$ cat config.mk
export PLATFORM = sky130hd
export DESIGN_NAME = ps2_kbd_ctrl
export DESIGN_NICKNAME = d
export VERILOG_FILES = /design/src/rtl/ps2_kbd_pkg.sv /design/src/rtl/ps2_evt_fifo.sv /design/src/rtl/ps2_kbd_ctrl.sv
export SDC_FILE = /design/constraint.sdc
export NUM_CORES = 1
export LEC_CHECK = 0
export ABC_AREA = 1
export CORE_AREA = 2 2 87 98
export CTS_CLUSTER_SIZE = 20
export DETAILED_ROUTE_END_ITERATION = 7
export DIE_AREA = 0 0 89 100
export PLACE_DENSITY_LB_ADDON = 0.25
export SLEW_MARGIN = 40
export SYNTH_ARGS = -nofsm -noshare
export SYNTH_HDL_FRONTEND = slang
export SYNTH_SLANG_ARGS = --single-unit
$ cat constraint.sdc
create_clock -name clk -period 4.6 [get_ports clk]
set_input_delay 0.69 -clock clk [delete_from_list [all_inputs] [get_ports clk]]
set_output_delay 0.69 -clock clk [all_outputs]
set_load 0.03 [all_outputs]
$ cat src/rtl/ps2_kbd_pkg.sv
// Shared constants, state encoding and event layout for the PS/2 keyboard
// scan-code sequencer and its event FIFO.
package ps2_kbd_pkg;

  localparam logic [7:0] PS2_PFX_EXT = 8'hE0;
  localparam logic [7:0] PS2_PFX_BRK = 8'hF0;
  localparam logic [7:0] PS2_ERR0    = 8'h00;
  localparam logic [7:0] PS2_ERR1    = 8'hFF;

  localparam int EVT_W        = 10;
  localparam int EVT_CODE_LSB = 0;
  localparam int EVT_CODE_W   = 8;
  localparam int EVT_BRK_BIT  = 8;
  localparam int EVT_EXT_BIT  = 9;

  typedef enum logic [1:0] {
    ST_IDLE     = 2'd0,
    ST_GOT_E0   = 2'd1,
    ST_GOT_F0   = 2'd2,
    ST_GOT_E0F0 = 2'd3
  } kbd_state_e;

  typedef struct packed {
    logic       ext;
    logic       brk;
    logic [7:0] code;
  } kbd_evt_t;

  // Keyboard reports buffer overrun / internal error with these two bytes.
  function automatic logic is_err_byte(input logic [7:0] b);
    return (b == PS2_ERR0) || (b == PS2_ERR1);
  endfunction

  function automatic logic is_prefix(input logic [7:0] b);
    return (b == PS2_PFX_EXT) || (b == PS2_PFX_BRK);
  endfunction

endpackage

$ cat src/rtl/ps2_evt_fifo.sv
// First-word-fall-through event FIFO. A push while full is accepted when a
// pop happens in the same cycle (pop is taken first).
module ps2_evt_fifo #(
  parameter int WIDTH = 10,
  parameter int DEPTH = 4
) (
  input  logic             clk,
  input  logic             reset,
  input  logic             push_i,
  input  logic [WIDTH-1:0] wdata_i,
  input  logic             pop_i,
  output logic [WIDTH-1:0] rdata_o,
  output logic             full_o,
  output logic             empty_o
);

  localparam int AW = $clog2(DEPTH);

  logic [AW:0]      wr_ptr_q, wr_ptr_d;
  logic [AW:0]      rd_ptr_q, rd_ptr_d;
  logic [WIDTH-1:0] mem_q [DEPTH];
  logic             pop_ok_s;
  logic             push_ok_s;

  // Extra pointer MSB distinguishes full from empty when the indices match.
  assign empty_o   = (wr_ptr_q == rd_ptr_q);
  assign full_o    = (wr_ptr_q[AW] != rd_ptr_q[AW]) &&
                     (wr_ptr_q[AW-1:0] == rd_ptr_q[AW-1:0]);
  assign pop_ok_s  = pop_i & ~empty_o;
  assign push_ok_s = push_i & (~full_o | pop_ok_s);
  assign rdata_o   = mem_q[rd_ptr_q[AW-1:0]];

  always_comb begin
    wr_ptr_d = wr_ptr_q;
    rd_ptr_d = rd_ptr_q;
    if (push_ok_s) begin
      wr_ptr_d = wr_ptr_q + {{AW{1'b0}}, 1'b1};
    end else begin
      wr_ptr_d = wr_ptr_q;
    end
    if (pop_ok_s) begin
      rd_ptr_d = rd_ptr_q + {{AW{1'b0}}, 1'b1};
    end else begin
      rd_ptr_d = rd_ptr_q;
    end
  end

  always_ff @(posedge clk or posedge reset) begin
    if (reset) begin
      wr_ptr_q <= '0;
      rd_ptr_q <= '0;
    end else begin
      wr_ptr_q <= wr_ptr_d;
      rd_ptr_q <= rd_ptr_d;
    end
  end

  always_ff @(posedge clk or posedge reset) begin
    if (reset) begin
      for (int i = 0; i < DEPTH; i++) begin
        mem_q[i] <= '0;
      end
    end else if (push_ok_s) begin
      mem_q[wr_ptr_q[AW-1:0]] <= wdata_i;
    end
  end

endmodule

$ cat src/rtl/ps2_kbd_ctrl.sv
// PS/2 scan-code sequencer: folds E0/F0 prefixes into single key events,
// queues them in a FWFT FIFO and gates the receiver while the queue is full.
module ps2_kbd_ctrl
  import ps2_kbd_pkg::*;
#(
  parameter int FIFO_DEPTH  = 4,
  parameter int TIMEOUT_CYC = 50000
) (
  input  logic       clk,
  input  logic       reset,
  input  logic       enable,
  input  logic       rx_done_tick,
  input  logic [7:0] rx_data,
  output logic       rx_en,
  output logic       key_valid,
  output logic [7:0] key_code,
  output logic       key_ext,
  output logic       key_brk,
  input  logic       key_rd,
  output logic       overflow,
  input  logic       ovf_clr
);

  localparam int TW = $clog2(TIMEOUT_CYC + 1);

  kbd_state_e       state_q, state_d;
  logic [TW-1:0]    tmo_cnt_q, tmo_cnt_d;
  logic             rx_en_q, rx_en_d;
  logic             ovf_q, ovf_d;
  logic             tick_s;
  logic             tmo_s;
  logic             push_s;
  kbd_evt_t         evt_s;
  logic [EVT_W-1:0] head_s;
  logic             fifo_full_s;
  logic             fifo_empty_s;
  logic             drop_s;

  assign tick_s = rx_done_tick & enable;
  assign tmo_s  = (state_q != ST_IDLE) && (tmo_cnt_q == TW'(TIMEOUT_CYC - 1));

  always_ff @(posedge clk or posedge reset) begin
    if (reset) begin
      state_q <= ST_IDLE;
    end else begin
      state_q <= state_d;
    end
  end

  // A tick on the expiry cycle is still decoded in the prefix state.
  always_comb begin
    state_d = state_q;
    if (!enable) begin
      state_d = ST_IDLE;
    end else if (tick_s) begin
      case (state_q)
        ST_IDLE: begin
          if (rx_data == PS2_PFX_EXT)      state_d = ST_GOT_E0;
          else if (rx_data == PS2_PFX_BRK) state_d = ST_GOT_F0;
          else                             state_d = ST_IDLE;
        end
        ST_GOT_E0: begin
          if (rx_data == PS2_PFX_BRK)      state_d = ST_GOT_E0F0;
          else if (rx_data == PS2_PFX_EXT) state_d = ST_GOT_E0;
          else                             state_d = ST_IDLE;
        end
        ST_GOT_F0, ST_GOT_E0F0: begin
          if (rx_data == PS2_PFX_EXT)      state_d = ST_GOT_E0;
          else if (rx_data == PS2_PFX_BRK) state_d = state_q;
          else                             state_d = ST_IDLE;
        end
        default: state_d = ST_IDLE;
      endcase
    end else if (tmo_s) begin
      state_d = ST_IDLE;
    end else begin
      state_d = state_q;
    end
  end

  always_comb begin
    push_s   = 1'b0;
    evt_s    = '0;
    evt_s.code = rx_data;
    if (tick_s && !is_prefix(rx_data)) begin
      case (state_q)
        ST_IDLE: begin
          push_s = ~is_err_byte(rx_data);
        end
        ST_GOT_E0: begin
          push_s    = 1'b1;
          evt_s.ext = 1'b1;
        end
        ST_GOT_F0: begin
          push_s    = 1'b1;
          evt_s.brk = 1'b1;
        end
        ST_GOT_E0F0: begin
          push_s    = 1'b1;
          evt_s.ext = 1'b1;
          evt_s.brk = 1'b1;
        end
        default: push_s = 1'b0;
      endcase
    end else begin
      push_s = 1'b0;
    end
  end

  always_comb begin
    tmo_cnt_d = tmo_cnt_q;
    if (!enable || tick_s || state_q == ST_IDLE) begin
      tmo_cnt_d = '0;
    end else begin
      tmo_cnt_d = tmo_cnt_q + {{(TW-1){1'b0}}, 1'b1};
    end
  end

  always_ff @(posedge clk or posedge reset) begin
    if (reset) begin
      tmo_cnt_q <= '0;
    end else begin
      tmo_cnt_q <= tmo_cnt_d;
    end
  end

  // Full implies non-empty, so key_rd alone means the pop frees a slot.
  assign drop_s = push_s & fifo_full_s & ~key_rd;

  always_comb begin
    rx_en_d = enable & ~fifo_full_s;
    ovf_d   = ovf_q;
    if (drop_s) begin
      ovf_d = 1'b1;
    end else if (ovf_clr) begin
      ovf_d = 1'b0;
    end else begin
      ovf_d = ovf_q;
    end
  end

  always_ff @(posedge clk or posedge reset) begin
    if (reset) begin
      rx_en_q <= 1'b0;
      ovf_q   <= 1'b0;
    end else begin
      rx_en_q <= rx_en_d;
      ovf_q   <= ovf_d;
    end
  end

  ps2_evt_fifo #(
    .WIDTH (EVT_W),
    .DEPTH (FIFO_DEPTH)
  ) u_fifo (
    .clk     (clk),
    .reset   (reset),
    .push_i  (push_s),
    .wdata_i (evt_s),
    .pop_i   (key_rd),
    .rdata_o (head_s),
    .full_o  (fifo_full_s),
    .empty_o (fifo_empty_s)
  );

  assign rx_en     = rx_en_q;
  assign overflow  = ovf_q;
  assign key_valid = ~fifo_empty_s;
  assign key_code  = fifo_empty_s ? 8'h00 : head_s[EVT_CODE_LSB +: EVT_CODE_W];
  assign key_ext   = ~fifo_empty_s & head_s[EVT_EXT_BIT];
  assign key_brk   = ~fifo_empty_s & head_s[EVT_BRK_BIT];

endmodule

==> qor.csv <==
metric,value,unit
status,"complete, no violations",
Antenna diodes,0,
GR Overflow Total,0,
clock sink count,66,
Post-CTS Setup Bufs,0,
Synth top area share,47.6,%
Synth Cell Area,0.00347,mm^2
TritonRoute pass-1 iters,4,
RSZ-0062 raised after global routing,false,
WL/cell,13.9,um
die width,89,um
cell count after synthesis,454,
final worst path period need,3480,ps
Core Area,0.00806,mm^2
CP Class,register to primary output,
setup TNS,0,ps
maximum vdd drop,0.214,mV
Hold WS,480,ps
Initial Util,43.0,%
post-DP HPWL,5690,um
Final Cycle Share,75.6,%
global-route wire length before repair,13900,um
pin count of the biggest net entering global routing,45,
WP data arrival,2790,ps
relative slew slack,53.5,%
worst skew pair latency,360,ps
vias in the first global route,2921,
count of cell types in the netlist,24,
"most common cell after layout, fill and taps aside",nand2_1,
"Reg clk slew, reported paths",70,ps
clock skew,8.39,ps
Mean Syn Cell Area,7.64,um^2
Power Total,2.57,mW
worst hold path type,register to register,
"flops & latches, synth",66,
I/O pin cnt,27,
Total GRT Usage,20.2,%
clock buffer depth,2,
critical path endpoint category,primary output,
# port buffers,26,
Pleak,2.03,nW
RePlAce Congestion,0.863,
Area contributors post-synth,"dfrtp_1 (48%), nand2_1 (15%), nand3_1 (7.5%)",
Crit Path Max Fanout,23,
"leading cell types in the layout, fill and taps excluded","nand2_1 (135), dfrtp_1 (66), nor2_1 (58)",
Root Driver,clkbuf_8,
CP Launch Type,register,
Synth-to-Final Area Change,16.4,%
layout cells sized above 1,6.04,%
sequential element share of the synthesized area,47.6,%
die area,0.00890,mm^2
routed wire length,8210,um
vias after detailed routing,3067,
H-tree depth,3,
DRC Markers,0,
Post-Syn Nets,474,
FP Rows,35,
die extent in y,100,um
Vias/cell,5.19,
Pwr Density,637,mW/mm^2
initial antenna violation count,0,
cts hold-fix bufs,0,
fin nets,495,
Max Cap Viol,0,
required time of the critical path,3910,ps
DR iter-0 viols,251,
cts repair resizes,0,
Final Hold Viols,0,
CTS tree,yes,
Yosys Warn Count,0,
CTS buffer count,9,
f_max,0.287,GHz
slew of the pin with the lowest slew margin,697,ps
Setup Viol. Count Final,0,
post-synth top area cell,dfrtp_1,
Final Max Tran Viols,0,
DRT antenna net count,0,
kinds of logic (layout without fill, tap and decap cells):
group / Yosys count / in the layout / share of synthesized area (%)
buffers and inverters: 61 / 87 / 7.50
XOR/XNOR: 7 / 7 / 1.77
adder cells (fa/ha/maj): 6 / 6 / 2.16
AO/OA/AOI/OAI: 49 / 49 / 7.76
flip-flops: 66 / 66 / 47.6
AND/OR/NAND/NOR: 265 / 265 / 33.2
routing by layer:
layer | GRT usage [%] | vias to the layer above | wire length [um]
met5 | 0 | - | 0
met4 | 9.30 | 0 | 155
met3 | 4.69 | 12 | 368
met2 | 31.0 | 69 | 3920
met1 | 27.1 | 1488 | 3760
li1 | - | 1498 | -
worst paths after layout:
kind                                    start          endpoint  slack, ps  cells after the start
max                        u_fifo.rd_ptr_q[0]       key_code[6]       1120                      6
min                              tmo_cnt_q[0]      tmo_cnt_q[0]        480                      1
max reg2reg                u_fifo.rd_ptr_q[1]  u_fifo.mem_q[20]       2270                      8
min reg2reg                      tmo_cnt_q[0]      tmo_cnt_q[0]        480                      1
max in group asynchronous               reset  u_fifo.mem_q[26]       3130                      3
min in group asynchronous               reset  u_fifo.mem_q[30]        740                      2
metrics by stage:
stage                     worst slack, ps  cells  util (%)  area, um^2
after floorplan                      2260    454         -        3470
after global placement               1580    575      46.9        3780
after detailed placement             1530    575      47.0        3790
after CTS                            1130    591      50.1        4040
after global routing                  879    591      50.1        4040
final                                1120    591      50.1        4040
cells in the mapped netlist:
master and instances:
buf_6 4, o21ai_0 29, o22ai_1 12, dfrtp_1 66
a21oi_1 6, nand3_1 52, o211a_1 1, nand2_1 135
nand2_2 2, ha_1 6, nand4_2 1, nor2_2 2
nor3_1 2, buf_2 1, clkbuf_1 9, nor2_1 58
nand4_1 9, xnor2_1 2, o21ai_2 1, buf_1 3
nand2_4 2, nor2_8 2, xor2_1 5, inv_1 44
sequential cells by signal, indices dropped and copies added, names as in the netlist:
| signal | count |
|---|---|
| rx_en | 1 |
| u_fifo.mem_q | 40 |
| state_q | 2 |
| tmo_cnt_q | 16 |
| u_fifo.rd_ptr_q | 3 |
| u_fifo.wr_ptr_q | 3 |
| overflow | 1 |
power by group:
group          internal (mW)  leakage (nW)  total [mW]  switching [mW]
logic                  0.399          1.04        1.07           0.674
registers              0.741         0.861       0.881           0.140
clock network          0.377         0.127       0.617           0.241
critical path, stage by stage, from the launching register on:
cell             delay (ps)
dfrtp_1                 800
inv_1                   480
o21ai_0                 320
o22ai_1                 110
nand2_1                  80
inv_1                    50
clkdlybuf4s50_1         580
final cells by class:
cell class,count,area (um^2)
clock buffer,10,138
multi-input combinational,327,1560
sequential,66,1650
fill,811,4020
timing repair buffer,27,268
tap,111,139
clock inverter,6,113
inverter,44,168
Power figures use the tool's default switching activity.
